**src/rtl/vm2002_txn_ctrl.sv**
```systemverilog
// vm2002 transaction sequencer: supplier price/stock table, coin credit, vend and greedy change.
// Optional idle auto-refund in COLLECT is enabled by defining VM2002_TIMEOUT_EN.
module vm2002_txn_ctrl #(
    parameter logic [15:0] MAX_BALANCE    = 16'd1000,
    parameter int unsigned TIMEOUT_CYCLES = 255
) (
    input  logic        clk,
    input  logic        rst,
    input  logic [1:0]  coins,
    input  logic [2:0]  buttons,
    input  logic        select,
    input  logic        cancel,
    input  logic [2:0]  item,
    input  logic [3:0]  count,
    input  logic [7:0]  cost,
    input  logic        valid,
    output logic [2:0]  product,
    output logic        vend,
    output logic [1:0]  status,
    output logic [15:0] balance,
    output logic [7:0]  info,
    output logic [1:0]  change,
    output logic        coin_en,
    output logic        supply_ready
);

    typedef enum logic [2:0] {IDLE, COLLECT, CHECK, VEND, CHANGE} state_t;

    state_t      state_q, state_d;
    logic [3:0]  cnt_q  [8];
    logic [7:0]  cost_q [8];
    logic [2:0]  sel_q, sel_d;
    logic [2:0]  product_q, product_d;
    logic        vend_q, vend_d;
    logic [1:0]  status_q, status_d;
    logic [15:0] balance_q, balance_d;
    logic [7:0]  info_q, info_d;
    logic [1:0]  change_q, change_d;

    logic        accepting;
    logic        cancel_hit;
    logic [15:0] coin_val;
    logic [16:0] coin_sum;
    logic        coin_ok;
    logic [3:0]  sel_cnt;
    logic [7:0]  sel_cost;
    logic        timeout;

    assign accepting    = (state_q == IDLE) || (state_q == COLLECT);
    assign coin_en      = accepting;
    assign supply_ready = accepting;
    assign cancel_hit   = (state_q == COLLECT) && cancel;
    assign sel_cnt      = cnt_q[sel_q];
    assign sel_cost     = cost_q[sel_q];

    always_comb begin
        coin_val = '0;
        case (coins)
            2'b01:   coin_val = 16'd5;
            2'b10:   coin_val = 16'd10;
            2'b11:   coin_val = 16'd25;
            default: coin_val = '0;
        endcase
    end

    assign coin_sum = {1'b0, balance_q} + {1'b0, coin_val};
    assign coin_ok  = coin_sum <= {1'b0, MAX_BALANCE};

`ifdef VM2002_TIMEOUT_EN
    localparam logic [7:0] IDLE_LAST = 8'(TIMEOUT_CYCLES - 1);
    logic [7:0] idle_q;
    logic       activity;

    assign activity = (coins != 2'b00) || select || cancel;
    assign timeout  = (state_q == COLLECT) && !activity && (idle_q == IDLE_LAST);

    always_ff @(posedge clk) begin
        if (rst || state_q != COLLECT || activity) idle_q <= '0;
        else                                       idle_q <= idle_q + 8'd1;
    end
`else
    assign timeout = 1'b0;
`endif

    always_ff @(posedge clk) begin
        if (rst) state_q <= IDLE;
        else     state_q <= state_d;
    end

    always_comb begin
        state_d = state_q;
        case (state_q)
            IDLE: begin
                if (select)              state_d = CHECK;
                else if (coins != 2'b00) state_d = COLLECT;
            end
            COLLECT: begin
                if (cancel || timeout) state_d = CHANGE;
                else if (select)       state_d = CHECK;
            end
            CHECK: begin
                if (sel_cnt == 4'd0 || balance_q < {8'd0, sel_cost}) state_d = COLLECT;
                else                                                 state_d = VEND;
            end
            VEND:    state_d = CHANGE;
            CHANGE:  if (balance_q < 16'd5) state_d = IDLE;
            default: state_d = IDLE;
        endcase
    end

    always_comb begin
        sel_d     = sel_q;
        product_d = product_q;
        status_d  = status_q;
        balance_d = balance_q;
        info_d    = info_q;
        vend_d    = 1'b0;
        change_d  = 2'b00;
        case (state_q)
            IDLE, COLLECT: begin
                // cancel outranks select, which outranks a coin in the same cycle
                if (!cancel_hit) begin
                    if (select) begin
                        sel_d = buttons;
                    end else if (coins != 2'b00) begin
                        if (coin_ok) balance_d = coin_sum[15:0];
                        else         change_d  = coins;
                    end
                end
            end
            CHECK: begin
                if (sel_cnt == 4'd0) begin
                    status_d = 2'b11;
                    info_d   = '0;
                end else if (balance_q < {8'd0, sel_cost}) begin
                    status_d = 2'b10;
                    info_d   = sel_cost;
                end
            end
            VEND: begin
                vend_d    = 1'b1;
                product_d = sel_q;
                status_d  = 2'b01;
                info_d    = {4'd0, sel_cnt - 4'd1};
                balance_d = balance_q - {8'd0, sel_cost};
            end
            CHANGE: begin
                if (balance_q >= 16'd25) begin
                    change_d  = 2'b11;
                    balance_d = balance_q - 16'd25;
                end else if (balance_q >= 16'd10) begin
                    change_d  = 2'b10;
                    balance_d = balance_q - 16'd10;
                end else if (balance_q >= 16'd5) begin
                    change_d  = 2'b01;
                    balance_d = balance_q - 16'd5;
                end else begin
                    balance_d = '0;
                    status_d  = 2'b00;
                end
            end
            default: ;
        endcase
    end

    always_ff @(posedge clk) begin
        if (rst) begin
            sel_q     <= '0;
            product_q <= '0;
            vend_q    <= 1'b0;
            status_q  <= '0;
            balance_q <= '0;
            info_q    <= '0;
            change_q  <= '0;
        end else begin
            sel_q     <= sel_d;
            product_q <= product_d;
            vend_q    <= vend_d;
            status_q  <= status_d;
            balance_q <= balance_d;
            info_q    <= info_d;
            change_q  <= change_d;
        end
    end

    // Supplier writes only land in IDLE/COLLECT, so they never collide with the VEND decrement
    always_ff @(posedge clk) begin
        if (rst) begin
            for (int unsigned i = 0; i < 8; i++) begin
                cnt_q[i]  <= '0;
                cost_q[i] <= '0;
            end
        end else if (valid && supply_ready) begin
            cnt_q[item]  <= count;
            cost_q[item] <= cost;
        end else if (state_q == VEND) begin
            cnt_q[sel_q] <= sel_cnt - 4'd1;
        end
    end

    assign product = product_q;
    assign vend    = vend_q;
    assign status  = status_q;
    assign balance = balance_q;
    assign info    = info_q;
    assign change  = change_q;

endmodule
```
**config.mk**
```make
export PLATFORM = sky130hd
export DESIGN_NAME = vm2002_txn_ctrl
export DESIGN_NICKNAME = d
export VERILOG_FILES = /design/src/rtl/vm2002_txn_ctrl.sv
export SDC_FILE = /design/constraint.sdc
export NUM_CORES = 1
export LEC_CHECK = 0
export CAP_MARGIN = 40
export CORE_MARGIN = 2
export CORE_UTILIZATION = 50
export DETAILED_ROUTE_END_ITERATION = 10
export PLACE_DENSITY = 0.79
export SYNTH_ARGS = -nofsm -noshare
export SYNTH_HDL_FRONTEND = slang
export SYNTH_SLANG_ARGS = --single-unit
```
**constraint.sdc**
```tcl
create_clock -name clk -period 3.9 [get_ports clk]
set_input_delay 0.78 -clock clk [delete_from_list [all_inputs] [get_ports clk]]
set_output_delay 0.78 -clock clk [all_outputs]
set_load 0.02 [all_outputs]
```
; Word-level counts from Yosys, hierarchy flattened
; Memories as Yosys holds them, arrays and structs flattened. A register that Yosys moved wholly into a read port is not among the register bits.
; Index checks and enable logic that the tools add are counted.
[word_totals]
register_bits = 38
latch_bits = 0
ram_bits = 96
romBits = 0
inputBits = 25
out_inout_bits = 34
elab_cells = 115
n_memories = 2
[mem_list]
columns = memory, depth, width, rd, rd_ports_with_merged_regs, write_ports, line_no
row1 = cost_q, 8, 8, 1, 1, 8, 31  ; logic [7:0] cost_q [8];
row2 = cnt_q, 8, 4, 1, 1, 8, 30  ; logic [3:0] cnt_q [8];
[classes]
add_sub_neg = 6
mul = 0
div_mod_pow = 0
order_cmp = 6
n_eq_ne = 18
shift = 0
muxes = 55
bitwise = 1
reduce_logical = 19
[ops]
columns = operator, n
row1 = 16-bit two-way mux, 7
row2 = 16-bit case mux with 3 select lines, 1
row3 = 3-bit two-way mux, 12
row4 = 2-bit two-way mux, 12
row5 = 8-bit two-way mux, 3
row6 = 16-bit by 16-bit adder with 17-bit output, 1
row7 = 17-bit by 10-bit <= comparator with 1-bit output (second input constant), 1
row8 = 16-bit by 3-bit >= comparator with 1-bit output (second input constant), 1
row9 = 16-bit by 4-bit >= comparator with 1-bit output (second input constant), 1
row10 = 16-bit by 5-bit >= comparator with 1-bit output (second input constant), 1
row11 = 16-bit by 3-bit < comparator with 1-bit output (second input constant), 1
row12 = 16-bit by 8-bit < comparator with 1-bit output, 1
row13 = 2-bit != test (second input constant), 8
row14 = 8-bit case mux with 2 select lines, 1
row15 = 16-bit by 3-bit subtractor with 16-bit output (second input constant), 1
row16 = 16-bit by 4-bit subtractor with 16-bit output (second input constant), 1
row17 = 16-bit by 5-bit subtractor with 16-bit output (second input constant), 1
row18 = 16-bit by 8-bit subtractor with 16-bit output, 1
row19 = 3-bit case mux with 5 select lines, 1
row20 = 5-bit case mux with 3 select lines, 1
row21 = 1-bit two-way mux, 13
row22 = 5-bit AND reduction, 2
row23 = 4-bit two-way mux, 2
row24 = 4-bit OR reduction, 2
row25 = 21 further kinds, 29

; Depth between registers and ports, before layout
[logic_depth]
word_depth = 9
ltp_mapped = 16
depth_no_buf = 13

; Worst setup path before layout
; Ideal clock, no wire load.
[synth_path]
path_type = reg-to-reg
start = register (tool-made name)
end = register info_q[1] (netlist: info[1])
setup_time_ns = 0.128
arrival_time_ns = 3.543
t_required_ns = 3.772
setup_slack_ns = 0.230
stages_incl_launch_ff = 15
path_buffers = 4
period_less_slack_ns = 3.670
cell_sequence = dfxtp_1 -> buf_2 -> buf_4 -> buf_2 -> mux4_2 -> mux2i_1 -> fa_1 -> a211oi_1 -> o21ai_0 -> a31oi_1 -> a221o_2 -> nand2_2 -> buf_2 -> mux2i_1 -> nor2_1
[synth_lines]
columns = element, line_no
row1 = to (signal assigned), 181  ; info_q <= info_d;
row2 = to (decl), 37  ; logic [7:0] info_q, info_d;

==> run_results.csv <==
group,metric,value,unit
sta,finalCriticalPeriod,3.75,ns
drt,drcViolationCount,0,
setup_path,crit_buf_inv,2,
sta,tightest_slew,0.721,ns
clock_network,cts.sinks,137,
grt,grt-ovfl-total,0,
synth,synth-main-ff-cell,"edfxtp_1",
placement,gp_congestion,1.01,
sta,slew_viol_final,0,
hold_path,hold_path_depth,2,
synth,synthArstFlopShare,0,
layout,area_growth,20.1,%
placement,place_area,9040,um2
setup_path,r2r_cells,13,
synth,yosys-top-cells-area,"edfxtp_1, dfxtp_1, mux4_2, and2_1, nor2_1",
synth,ys_seq_elements,137,
setup_path,cp-end-kind,"flip-flop",
layout,antenna_cells,0,
clock_network,clock_latency,0.42,ns
layout,fillers,1295,
sta,hold_slack,0.457,ns
drt,viasPerCell,6.25,
die,io_pins,59,
clock_network,cts_tree,"yes",
die,die_h,131,um
clock_network,htree_levels,4,
setup_path,path_class,"reg -> reg",
clock_network,cts-root-buf,"clkbuf_16",
synth,ys_types,77,
synth,syn_inst,787,
power_and_ir_drop,finalPower,6.98,mW
synth,syn_area,8100,um2
setup_path,cpPeakStageDelay,0.55,ns
setup_path,crit_family,"compound AO/OA/AOI/OAI gates",
sta,max_slew_margin,0.516,
synth,yosys.area.top_type_share,0.356,
drt,drtIter0Drc,605,
grt,grt_usage,0.265,
layout,nets,909,
clock_network,cts_buffers,17,
synth,syn_area_per_cell,10.3,um2
layout,drive_gt1_frac,0.145,
power_and_ir_drop,powerDensity,718,nW/um2
sta,setup_violations,0,
grt,grt_max_degree,38,
sta,hold_viol,0,
placement,pre_cts_ws,-0.0564,ns
layout,finish.instance_area,9730,um2
power_and_ir_drop,vdd_drop_max,0.000480,V
drt,drt-total-wl,22.5,mm
setup_path,critPathMostFrequentCell,"o21ai_0",
die,rows,46,
setup_path,critPathSlowestCell,"mux4_2",
setup_path,crit_chain,"buf_12 > mux4_2 > mux2i_1 > ha_1 > a211oi_1 > o21ai_0 > a31oi_1 > buf_4 > a21boi_0 > o21ai_0 > o21ai_0 > nor2_1 > o32ai_2",
drt,wl_per_cell,20.6,um
setup_path,worst-path-stages,13,
placement,hpwlAfterDp,16.1,mm
setup_path,cp.required,4.20,ns
setup_path,crit_path_start_kind,"flip-flop",
synth,syn_nets,835,
hold_path,hold_path.class,"reg -> reg",
layout,final_cell_mix,"nor2_1, edfxtp_1, and2_1",
layout,layout_commonest_cell,"nor2_1",
sta,rsz0062_at_grt,"no",
clock_network,post_cts_buffers,0,
synth,yosysTopAreaCell,"edfxtp_1",
drt,vias,6811,
placement,io_buffers,58,
setup_path,crit_path_max_fanout,15,
clock_network,cts.reportedPaths.clkPinSlew,0.06,ns
clock_network,clk_path_buf_depth,2,
die,dieArea,17200,um2
sta,finalCritPeriodShare,0.961,
synth,yosysSeqAreaShare,0.457,
setup_path,arrival,4.05,ns
grt,grt_first_pass_wirelength,35.5,mm
die,fp.dieW,131,um
sta,fmax,267,MHz
grt,grt_pass1_vias,6628,
clock_network,cts_resized,0,
drt,ant_nets,0,
sta,worst_slack,0.153,ns
drt,first_pass_iters,5,
run_status,outcome,"complete, no violations",
die,initial_core_util,0.510,
die,core,15900,um2
grt,antenna_found_initial,0,
synth,synth_edf_count,96,
clock_network,hold_buffers,0,
sta,clock-skew-final,0.00781,ns
synth,ys.warnings.count,0,
run,maxCapViolCount,0,
power_and_ir_drop,p_leak,3.59,nW
-- layout make-up --
class	count	area, um2	share of cell area
multi-input combinational	594	4150	0.426
sequential	137	3700	0.381
timing repair buffer	98	892	0.0917
clock buffer	17	425	0.0437
tap	216	270	0.0278
clock inverter	15	238	0.0244
inverter	13	48.8	0.00502
-- metrics by stage --
stage,TNS [ns],utilization,std cells
after CTS,0,0.611,1090
after floorplan,0,-,787
after detailed placement,-0.333,0.569,1058
after global placement,0,0.569,1056
final,0,0.612,1090
after global routing,0,0.612,1090
-- registers in the layout, summed over array words and instances (netlist names), named ones only --
signal	count
state_q	3
change	2
cost_q	64
info	8
status	2
cnt_q	32
sel_q	3
product	3
vend	1
balance	16
-- worst paths after layout --
check	slack [ns]	endpoint	from
worst max-delay path	0.15	balance[10]	flip-flop
worst min-delay path	0.46	product[1]	product[1]
worst max register to register	0.15	balance[10]	flip-flop
worst min register to register	0.46	product[1]	product[1]
-- logic make-up after synthesis --
logic type               share of synthesized area
adder cells (fa/ha/maj)                     0.0374
buffers and inverters                       0.0321
AO/OA/AOI/OAI                                0.146
AND/OR/NAND/NOR                              0.210
XOR/XNOR                                    0.0216
flip-flops                                   0.457
multiplexers                                0.0955
-- worst register-to-register path, delay by kind of cell (launching register included) --
family                   cells  cell delay, ns
buffers and inverters        2            0.40
AO/OA/AOI/OAI                7            1.51
AND/OR/NAND/NOR              1            0.17
multiplexers                 2            0.83
flip-flops                   1            0.36
adder cells (fa/ha/maj)      1            0.35
-- layer usage --
metal,global-route usage,share of wire,vias up
met2,0.463,0.51,399
met4,0.117,0.036,0
met3,0.0482,0.081,67
met5,0,0,-
met1,0.321,0.38,3264
li1,-,-,3081
-- synthesized netlist by cell type (9+ instances only) --
library cell,count
nor2_1,98
edfxtp_1,96
and2_1,71
nand2_1,58
a21oi_1,57
dfxtp_1,41
o21ai_0,26
nor3_1,25
mux4_2,24
ha_1,21
mux2i_1,21
clkbuf_1,19
a211oi_1,15
nand3_1,15
buf_2,13
inv_1,13
xor2_1,11
nand2b_1,10
a31oi_1,9
xnor2_1,9
-- report_power, final --
part           internal (mW)  switching (mW)
clock network           1.15           0.655
registers               1.70           0.240
logic                   1.29            1.95
total                   4.13            2.85
No activity file was read; power rests on OpenSTA's default activity.
